### src/rtl/tdm_demux4_pkg.sv
// Shared definitions for the 4:1 TDM demultiplexer: FSM state encoding and slot count.
package tdm_demux4_pkg;

    localparam int NSLOT  = 4;
    localparam int SLOT_W = $clog2(NSLOT);

    typedef enum logic [1:0] {
        IDLE = 2'd0,
        RUN  = 2'd1,
        PAR  = 2'd2
    } state_t;

endpackage

### src/rtl/tdm_demux4_slot_ctr.sv
// Slot index counter for tdm_demux4; priority is clear, then load-1, then increment.
module slot_ctr
    import tdm_demux4_pkg::*;
(
    input  logic              clk,
    input  logic              rst_n,
    input  logic              clr,
    input  logic              ld1,
    input  logic              en,
    output logic [SLOT_W-1:0] cnt
);

    always_ff @(posedge clk or negedge rst_n) begin
        if (!rst_n)   cnt <= '0;
        else if (clr) cnt <= '0;
        else if (ld1) cnt <= SLOT_W'(1);
        else if (en)  cnt <= cnt + SLOT_W'(1);
    end

endmodule

### src/rtl/tdm_demux4.sv
// 4:1 TDM demultiplexer: frame-aligned slot capture into w0..w3 with resync on misplaced frame.
// Optional per-frame parity beat is compiled in with TDM_DEMUX4_PARITY_EN.
module tdm_demux4
    import tdm_demux4_pkg::*;
#(
    parameter int WIDTH = 4
) (
    input  logic             clk,
    input  logic             rst_n,
    input  logic [WIDTH-1:0] din,
    input  logic             valid_in,
    input  logic             frame,
    output logic [WIDTH-1:0] w0,
    output logic [WIDTH-1:0] w1,
    output logic [WIDTH-1:0] w2,
    output logic [WIDTH-1:0] w3,
    output logic             s1,
    output logic             s0,
    output logic             out_valid,
    output logic             sync_err
);

    // Slot 3 arrives straight from din unless a parity beat follows it.
`ifdef TDM_DEMUX4_PARITY_EN
    localparam int NBUF = NSLOT;
`else
    localparam int NBUF = NSLOT - 1;
`endif

    state_t                      state;
    logic [NBUF-1:0][WIDTH-1:0]  slot_buf;
    logic [SLOT_W-1:0]           idx;
    logic                        last_slot;
    logic                        ctr_clr;
    logic                        ctr_ld1;
    logic                        ctr_en;

    assign {s1, s0}  = idx;
    assign last_slot = (idx == SLOT_W'(NSLOT - 1));

    assign ctr_ld1 = valid_in && frame;
    assign ctr_clr = valid_in && !frame &&
                     ((state == RUN && last_slot) || state == PAR);
    assign ctr_en  = valid_in && !frame && state == RUN && !last_slot;

    slot_ctr u_slot_ctr (
        .clk   (clk),
        .rst_n (rst_n),
        .clr   (ctr_clr),
        .ld1   (ctr_ld1),
        .en    (ctr_en),
        .cnt   (idx)
    );

`ifdef TDM_DEMUX4_PARITY_EN
    logic [WIDTH-1:0] word_xor;
    logic             par_ok;

    always_comb begin
        word_xor = '0;
        for (int i = 0; i < NSLOT; i++) word_xor = word_xor ^ slot_buf[i];
    end

    // Parity bit is bit 0 of the word-wise XOR of the four slots.
    assign par_ok = (din[0] == word_xor[0]);
`endif

    always_ff @(posedge clk or negedge rst_n) begin
        if (!rst_n) begin
            state     <= IDLE;
            slot_buf  <= '0;
            w0        <= '0;
            w1        <= '0;
            w2        <= '0;
            w3        <= '0;
            out_valid <= 1'b0;
            sync_err  <= 1'b0;
        end else begin
            out_valid <= 1'b0;
            sync_err  <= 1'b0;
            if (valid_in) begin
                case (state)
                    IDLE: begin
                        if (frame) begin
                            slot_buf[0] <= din;
                            state       <= RUN;
                        end
                    end
                    RUN: begin
                        if (frame) begin
                            sync_err    <= 1'b1;
                            slot_buf[0] <= din;
                        end else if (last_slot) begin
`ifdef TDM_DEMUX4_PARITY_EN
                            slot_buf[NSLOT-1] <= din;
                            state             <= PAR;
`else
                            w0        <= slot_buf[0];
                            w1        <= slot_buf[1];
                            w2        <= slot_buf[2];
                            w3        <= din;
                            out_valid <= 1'b1;
                            state     <= IDLE;
`endif
                        end else begin
                            for (int i = 1; i < NBUF; i++)
                                if (idx == SLOT_W'(i)) slot_buf[i] <= din;
                        end
                    end
`ifdef TDM_DEMUX4_PARITY_EN
                    PAR: begin
                        if (frame) begin
                            sync_err    <= 1'b1;
                            slot_buf[0] <= din;
                            state       <= RUN;
                        end else begin
                            if (par_ok) begin
                                w0        <= slot_buf[0];
                                w1        <= slot_buf[1];
                                w2        <= slot_buf[2];
                                w3        <= slot_buf[3];
                                out_valid <= 1'b1;
                            end else begin
                                sync_err <= 1'b1;
                            end
                            state <= IDLE;
                        end
                    end
`endif
                    default: state <= IDLE;
                endcase
            end
        end
    end

endmodule

### config.mk
export PLATFORM = sky130hd
export DESIGN_NAME = tdm_demux4
export DESIGN_NICKNAME = d
export VERILOG_FILES = /design/src/rtl/tdm_demux4_pkg.sv /design/src/rtl/tdm_demux4_slot_ctr.sv /design/src/rtl/tdm_demux4.sv
export SDC_FILE = /design/constraint.sdc
export NUM_CORES = 1
export LEC_CHECK = 0
export CAP_MARGIN = 20
export CORE_ASPECT_RATIO = 0.6
export CORE_MARGIN = 5
export CORE_UTILIZATION = 32
export CTS_CLUSTER_DIAMETER = 100
export DETAILED_ROUTE_END_ITERATION = 6
export GPL_TIMING_DRIVEN = 0
export PLACE_DENSITY = 0.61
export SETUP_SLACK_MARGIN = 0.5
export SLEW_MARGIN = 20
export SYNTH_ARGS = -nofsm -noshare
export SYNTH_HDL_FRONTEND = slang
export SYNTH_SLANG_ARGS = --single-unit
### constraint.sdc
create_clock -name clk -period 1.7 [get_ports clk]
set_clock_uncertainty 0.2 [all_clocks]
set_input_delay 0.34 -clock clk [delete_from_list [all_inputs] [get_ports clk]]
set_output_delay 0.34 -clock clk [all_outputs]
set_load 0.05 [all_outputs]
==> results of run 1 <==
-- synth_stat cells --
master	number	area (um2)
and3_1	1	6.26
buf_2	1	5.00
inv_1	4	15.0
and4bb_4	1	16.3
ha_1	3	37.5
nand2_4	2	22.5
o21ai_0	3	15.0
buf_6	1	11.3
nand4b_4	1	23.8
dfrtp_1	33	826
nand2_1	8	30.0
nor3b_1	1	7.51
mux2_2	11	124
mux2_4	17	255
-- per-layer routing --
metal / vias to the layer above / global-route usage (%) / routed length, um
li1: 395 / - / -
met1: 415 / 15.0 / 1540
met2: 29 / 14.7 / 1190
met3: 10 / 4.15 / 141
met4: 0 / 6.78 / 81
met5: - / 0 / 0
-- kinds of logic after synthesis --
group           Yosys count  share of synthesized area, %
mux                      28                          27.2
flops                    33                          59.2
compound gates            3                          1.08
fa+ha+maj                 3                          2.69
buf+inv                   6                          2.24
simple gates             14                          7.62
-- registers in the layout, summed over array words and instances, names as in the netlist --
name,cells
slot_buf,12
w1,4
out_valid,1
w3,4
sync_err,1
w2,4
u_slot_ctr.cnt,2
w0,4
state,1
-- per-stage QoR --
step | area (um2) | total power, uW | util, % | hold slack [ns]
final | 2060 | 3930 | 49.5 | -0.0741
after global routing | 2060 | 4130 | 49.5 | -0.0119
after CTS | 1940 | 3800 | 46.7 | -0.0584
after detailed placement | 1760 | 3030 | 42.2 | 0.246
after global placement | 1760 | 3000 | 42.3 | 0.284
after floorplan | 1430 | 2490 | - | -0.156
-- path summary, 6_finish.rpt --
path / start / to / slack (ns) / cells after the start
setup / recovery: u_slot_ctr.cnt[0]$_DFFE_PN0P_ / slot_buf[11]$_DFFE_PN0P_ / 0.03 / 4
hold / removal: rst_n / w1[2]$_DFFE_PN0P_ / -0.07 / 1
setup reg to reg: u_slot_ctr.cnt[0]$_DFFE_PN0P_ / slot_buf[11]$_DFFE_PN0P_ / 0.03 / 4
hold reg to reg: slot_buf[2]$_DFFE_PN0P_ / w0[2]$_DFFE_PN0P_ / 0.30 / 1
max in group asynchronous: rst_n / u_slot_ctr.cnt[1]$_DFFE_PN0P_ / 0.85 / 1
min in group clk: valid_in / u_slot_ctr.cnt[0]$_DFFE_PN0P_ / 0.15 / 3
-- critical path, cell delays in order (launching register included) --
cell	delay, ns
dfrtp_2	0.44
ha_4	0.17
and4bb_4	0.34
nand2_4	0.09
mux2_4	0.30
-- cell type report --
cell class	instances	area, um2	share of cell area, %
plain buffers	2	31.3	1.52
clock buffers	8	80.1	3.88
inverters	4	15.0	0.728
multi-input cells	48	592	28.7
flip-flops and latches	33	828	40.1
well taps	60	75.1	3.64
repair buffers	42	442	21.4
-- layout by cell type, fill, tap and decap left out, drive strengths merged, types with 3 or more instances in the layout --
cell | Yosys | final
inv | 4 | 4
buf | 2 | 38
mux2 | 28 | 28
ha | 3 | 3
o21ai | 3 | 3
clkdlybuf4s50 | 0 | 3
dfrtp | 33 | 33
clkbuf | 0 | 9
nand2 | 10 | 10
-- report_power, final --
group	switching [uW]	total (uW)	internal [uW]
clock	262	552	290
combinational	1030	2040	1010
sequential	242	1340	1100
-- repair_timing --
| item | 4_1_cts | 5_1_grt |
|---|---|---|
| endpoints found under the hold margin | 33 | 12 |
| resized for setup | 144 | 15 |
| setup buffers | 9 | 6 |
| setup endpoints to repair | 51 | 49 |
| gates cloned | 0 | 1 |
| pin swaps | 5 | 4 |
==> flow_summary.toml, run 1 <==
[logic_synthesis]
synth_seq_cells = 33
avgSynthCellArea_um2 = 16.0
synth_cell_types = 14
synth_nets = 98
syn_inst = 87
synth-seq-area-share_pct = 59.2
syn_area_mm2 = 0.00140
yosysWarnings = 0

[cells_and_area]
drive_above_1_share_pct = 60.6
fin_nets = 147
stdcell_count = 197
fillers = 351
area_delta_synth_final_pct = 47.9
antenna_cells = 0

[global_routing]
grt_pass1_wl_um = 4530
gr-total-overflow = 0
grt_max_degree = 34
grt_antenna_before_repair = 0
grt_usage_pct = 11.0
grt_pass1_vias = 870

[sta]
worst_pin_slew_ns = 0.755
min_period_ns = 1.67
min_period_over_period_pct = 98.4
holdWs_ns = -0.0741
fin_setup_tns_ns = 0
drv_slew = 0
finalHoldViolCount = 33
fmax_ghz = 0.598
finalSetupViolCount = 0
finalWorstSetupSlack_ns = 0.0274
relSlewSlack_pct = 49.7
rsz0062_at_grt = "yes"

[placement]
dpl.hpwl_um = 1840
dp_cells = 173
gp_congestion = 0.738
post-place-ws_ns = -0.372
io_buffers = 26

[detailed_routing]
drt-initial-drc-count = 20
wirelength_um = 2960
routed-via-count = 849
antenna_left = 0
wl_per_cell_um = 15.0
drt-pass1-iter-count = 3
drc = 0
routed_via_density = 4.31

[clocking]
cts-root-buf = "clkbuf_8"
clk_pin_slew_ns = 0.07
clk_path_buf_depth = 2
numCtsBuffers = 5
cts_sinks = 33
clk_latency_ns = 0.28
cts_tree = "done"
htree_levels = 2

[job]
drv_cap = 0

[outcome]
status = "finished with violations"
failed_checks = "negative hold slack"

[floorplanning]
fp.dieW_um = 95.2
fp.dieArea_mm2 = 0.00582
fp.dieH_um = 61.1
core_mm2 = 0.00417
start_util_pct = 33.5
rows = 18
ios = 28

[critical_path]
crit_type = "flip-flop to flip-flop"
cp.required_ns = 1.66
path_max_fanout = 4
worst_setup_path_end_kind = "flip-flop"
crit_arrival_ns = 1.63
worstSetupStartpointType = "flip-flop"

[power_and_ir_drop]
p_leak_uw = 0.00110
vdd_drop_max_mv = 1.13
power.density_mw_per_mm2 = 1910

[min_path]
min_path_type = "input pin to asynchronous set/reset pin"
(Power assumes the default switching activity.)
==> run 2: changes to the inputs <==
--- a/config.mk
+++ b/config.mk
@@ -5,14 +5,14 @@
 export SDC_FILE = /design/constraint.sdc
 export NUM_CORES = 1
 export LEC_CHECK = 0
-export CAP_MARGIN = 20
+export CAP_MARGIN = 25
 export CORE_ASPECT_RATIO = 0.6
 export CORE_MARGIN = 5
-export CORE_UTILIZATION = 32
+export CORE_UTILIZATION = 45
 export CTS_CLUSTER_DIAMETER = 100
 export DETAILED_ROUTE_END_ITERATION = 6
 export GPL_TIMING_DRIVEN = 0
-export PLACE_DENSITY = 0.61
+export PLACE_DENSITY = 0.79
 export SETUP_SLACK_MARGIN = 0.5
 export SLEW_MARGIN = 20
 export SYNTH_ARGS = -nofsm -noshare
==> flow_summary.toml, run 2 (synthesis results as in run 1) <==
[clocking]
htree_levels = 2
clk_latency_ns = 0.28
clk_pin_slew_ns = 0.07
numCtsBuffers = 5
cts_sinks = 33
cts-root-buf = "clkbuf_8"
clk_path_buf_depth = 2
cts_tree = "done"

[global_routing]
grt_antenna_before_repair = 0
grt_pass1_vias = 947
grt_max_degree = 34
grt_pass1_wl_um = 4790
grt_usage_pct = 15.5
gr-total-overflow = 0

[job]
drv_cap = 0

[sta]
min_period_ns = 1.70
fin_setup_tns_ns = 0
relSlewSlack_pct = 51.5
finalWorstSetupSlack_ns = 0.00443
finalHoldViolCount = 33
min_period_over_period_pct = 99.7
holdWs_ns = -0.0922
finalSetupViolCount = 0
rsz0062_at_grt = "yes"
drv_slew = 0
fmax_ghz = 0.590
worst_pin_slew_ns = 0.727

[placement]
io_buffers = 26
post-place-ws_ns = -0.358
dpl.hpwl_um = 1680
gp_congestion = 0.664

[cells_and_area]
regMostFlops = "slot_buf"
final_cell_mix = "31 x dfrtp_1, 24 x buf_6, 21 x mux2_4"
largest_reg_flops = 12
final_common_cell = "dfrtp_1"
area_delta_synth_final_pct = 48.5
antenna_cells = 0
drive_above_1_share_pct = 64.7
fin_nets = 149

[detailed_routing]
routed-via-count = 867
wl_per_cell_um = 16.8
drc = 0
routed_via_density = 4.79
drt-pass1-iter-count = 4
antenna_left = 0
drt-initial-drc-count = 71
wirelength_um = 3050

[critical_path]
cp.required_ns = 1.66
worstPathCellList = "ha_4 -> and4bb_4 -> nand2_4 -> mux2_4"
worst_setup_path_end_kind = "flip-flop"
slowest_delay_ns = 0.44
path_max_fanout = 4
crit_type = "flip-flop to flip-flop"
crit_slowest_cell = "dfrtp_2"
crit_arrival_ns = 1.65
worstSetupStartpointType = "flip-flop"

[outcome]
failed_checks = "negative hold slack"
status = "finished with violations"

[floorplanning]
fp.dieArea_mm2 = 0.00435
start_util_pct = 47.6
core_mm2 = 0.00293
ios = 28
rows = 15
fp.dieW_um = 81.9
fp.dieH_um = 53.1

[min_path]
min_path_type = "input pin to asynchronous set/reset pin"

[power_and_ir_drop]
vdd_drop_max_mv = 1.15
p_leak_uw = 0.00109
power.density_mw_per_mm2 = 2020
-- run 2: cell count changes in the layout (fill, tap and decap cells not counted), sizes merged --
cell,change
buf,+3
clkdlybuf4s50,+1
bufinv,+1
clkbuf,-2
dlymetal6s2s,-1
-- run 2: layout make-up --
class / instances / area (um2)
Clock buffer: 7 / 86.3
Sequential cell: 33 / 828
Fill cell: 199 / 856
Tap cell: 42 / 52.6
Timing Repair Buffer: 44 / 433
Clock inverter: 1 / 30.0
Buffer: 2 / 31.3
Multi-Input combinational cell: 48 / 596
Inverter: 4 / 15.0
-- run 2: metrics by stage --
step           std cells  total power, uW  util [%]  cell area, um2
2_1_floorplan         87             2490         -            1430
3_3_place_gp         155             2980      59.4            1740
3_5_place_dp         155             3010      59.3            1740
4_1_cts              176             4040      68.0            1990
5_1_grt              181             4380      70.8            2070
6_report             181             4190      70.8            2070
-- run 2: routing by layer --
metal,up-vias,wire length (um),global-route usage [%]
met1,435,1430,19.1
met5,-,0,0
met3,7,164,5.61
li1,402,-,-
met4,0,46,6.35
met2,23,1410,24.8
-- run 2: worst max-delay path: cells and delay by family (launching register included) --
kind	cells	cell delay (ns)
muxes	1	0.31
adders and majority gates	1	0.17
and+or+nand+nor	2	0.45
DFF	1	0.44
-- run 2: path summary, 6_finish.rpt --
check                                                    from                             to  slack (ns)  cells past startpoint
worst min-delay path                                    rst_n             sync_err$_DFF_PN0_       -0.09                      1
worst max-delay path            u_slot_ctr.cnt[0]$_DFFE_PN0P_       slot_buf[11]$_DFFE_PN0P_       0.004                      4
worst max register to register  u_slot_ctr.cnt[0]$_DFFE_PN0P_       slot_buf[11]$_DFFE_PN0P_       0.004                      4
worst min register to register        slot_buf[2]$_DFFE_PN0P_              w0[2]$_DFFE_PN0P_        0.30                      1
max in group asynchronous                               rst_n  u_slot_ctr.cnt[1]$_DFFE_PN0P_        0.87                      1
min in group clk                                     valid_in  u_slot_ctr.cnt[0]$_DFFE_PN0P_        0.14                      3
-- run 2: timing repair --
action                                  CTS  global route
pin swaps                                 5             3
setup buffers                            13             5
gates resized for setup                 146            12
endpoints found under the hold margin    33            33
endpoints found under the setup margin   51            48
-- run 2: where the power goes --
group / switching, uW / internal (uW)
logic: 1070 / 1020
clock network: 284 / 478
registers: 240 / 1100
==> run 3: changes to the inputs <==
--- a/config.mk
+++ b/config.mk
@@ -11,8 +11,10 @@
 export CORE_UTILIZATION = 45
 export CTS_CLUSTER_DIAMETER = 100
 export DETAILED_ROUTE_END_ITERATION = 6
+export GPL_ROUTABILITY_DRIVEN = 0
 export GPL_TIMING_DRIVEN = 0
 export PLACE_DENSITY = 0.79
+export RECOVER_POWER = 100
 export SETUP_SLACK_MARGIN = 0.5
 export SLEW_MARGIN = 20
 export SYNTH_ARGS = -nofsm -noshare
==> flow_summary.toml, run 3 (synthesis results as in run 1) <==
[outcome]
status = "finished with violations"
failed_checks = "negative hold slack"

[cells_and_area]
regMostFlops = "slot_buf"
drive_above_1_share_pct = 64.0
area_delta_synth_final_pct = 48.0
fin_nets = 149
fillers = 201
fin_area_mm2 = 0.00206
final_cell_mix = "31 x dfrtp_1, 24 x buf_6, 21 x mux2_4"
final_common_cell = "dfrtp_1"
stdcell_count = 181
largest_reg_flops = 12
fin_util_pct = 70.5
antenna_cells = 0

[critical_path]
crit_arrival_ns = 1.65
crit_type = "flip-flop to flip-flop"
crit_slowest_cell = "dfrtp_2"
worstPathCellList = "ha_4 -> and4bb_4 -> nand2_4 -> mux2_4"
worst_setup_path_end_kind = "flip-flop"
cp.required_ns = 1.66
path_max_fanout = 4
worstSetupStartpointType = "flip-flop"
slowest_delay_ns = 0.44

[power_and_ir_drop]
p_leak_uw = 0.00109
p_total_uw = 4190
vdd_drop_max_mv = 1.15
power.density_mw_per_mm2 = 2030

[floorplanning]
core_mm2 = 0.00293
fp.dieH_um = 53.1
rows = 15
ios = 28
start_util_pct = 47.6
fp.dieArea_mm2 = 0.00435
fp.dieW_um = 81.9

[detailed_routing]
drc = 0
drt-initial-drc-count = 69
routed_via_density = 4.82
routed-via-count = 873
drt-pass1-iter-count = 4
wl_per_cell_um = 16.8
antenna_left = 0
wirelength_um = 3040

[global_routing]
gr-total-overflow = 0
grt_antenna_before_repair = 0
grt_usage_pct = 15.5
grt_pass1_wl_um = 4790
grt_pass1_vias = 947
grt_max_degree = 34

[placement]
detailed_place.area_mm2 = 0.00174
dp_cells = 155
dpl.hpwl_um = 1680
io_buffers = 26

[clocking]
cts_tree = "done"
cts_sinks = 33
clk_latency_ns = 0.28
htree_levels = 2
cts-root-buf = "clkbuf_8"
clk_pin_slew_ns = 0.07
numCtsBuffers = 5
clk_path_buf_depth = 2

[job]
drv_cap = 0

[sta]
holdWs_ns = -0.0650
finalHoldViolCount = 33
relSlewSlack_pct = 45.4
fmax_ghz = 0.590
rsz0062_at_grt = "yes"
finalSetupViolCount = 0
worst_pin_slew_ns = 0.819
min_period_over_period_pct = 99.8
min_period_ns = 1.70
drv_slew = 0

[min_path]
min_path_type = "input pin to asynchronous set/reset pin"
## run 3: cell type report
| cell class | count | area [um2] | share of cell area, % |
|---|---|---|---|
| timing repair buffer | 44 | 433 | 21.0 |
| clock inverter | 1 | 30.0 | 1.45 |
| inverter | 4 | 15.0 | 0.727 |
| multi-input combinational | 48 | 588 | 28.5 |
| tap | 42 | 52.6 | 2.55 |
| sequential | 33 | 828 | 40.1 |
| clock buffer | 7 | 86.3 | 4.18 |
| buffer | 2 | 31.3 | 1.52 |
## run 3: path summary, 6_finish.rpt
kind                                                from                             to  depth (start not counted)  slack [ns]
max                        u_slot_ctr.cnt[0]$_DFFE_PN0P_       slot_buf[11]$_DFFE_PN0P_                          4       0.004
max reg2reg                u_slot_ctr.cnt[0]$_DFFE_PN0P_       slot_buf[11]$_DFFE_PN0P_                          4       0.004
min                                                rst_n              w2[0]$_DFFE_PN0P_                          1       -0.06
min reg2reg                      slot_buf[2]$_DFFE_PN0P_              w0[2]$_DFFE_PN0P_                          1        0.30
min in group clk                                valid_in  u_slot_ctr.cnt[0]$_DFFE_PN0P_                          3        0.12
max in group asynchronous                          rst_n  u_slot_ctr.cnt[1]$_DFFE_PN0P_                          1        0.79
## run 3: critical path, delay by kind of cell, from the launching register on
family,cells,cell delay (ns)
adder cells (fa/ha/maj),1,0.17
AND/OR/NAND/NOR,2,0.45
multiplexers,1,0.31
flip-flops,1,0.44
## run 3: through the flow
stage               hold WS [ns]  setup TNS, ns  setup WS [ns]
global route            -0.00383        -0.0912        -0.0189
finish                   -0.0650              0        0.00421
CTS                      -0.0683        -0.0796        -0.0257
global placement           0.288         -23.20         -0.604
floorplan                 -0.156         -0.913        -0.0820
detailed placement         0.242          -7.54         -0.358
## run 3: layer usage
metal / global-route usage, % / vias up / wire (um)
li1: - / 402 / -
met1: 19.1 / 439 / 1410
met2: 24.8 / 25 / 1420
met3: 5.61 / 7 / 167
met4: 6.35 / 0 / 46
met5: 0 / - / 0
## run 3: what timing repair did
| item | in CTS | in global routing |
|---|---|---|
| pin swaps | 5 | 3 |
| setup buffers | 13 | 5 |
| setup endpoints to repair | 51 | 48 |
| hold endpoints to repair | 33 | 33 |
| gates resized for setup | 146 | 12 |
## run 3: power by group
group | leakage [uW] | total, uW | internal, uW | switching, uW
combinational | 0.000618 | 2090 | 1020 | 1070
sequential | 0.000410 | 1340 | 1100 | 238
clock | 0.0000585 | 762 | 478 | 284
total | 0.00109 | 4190 | 2590 | 1600
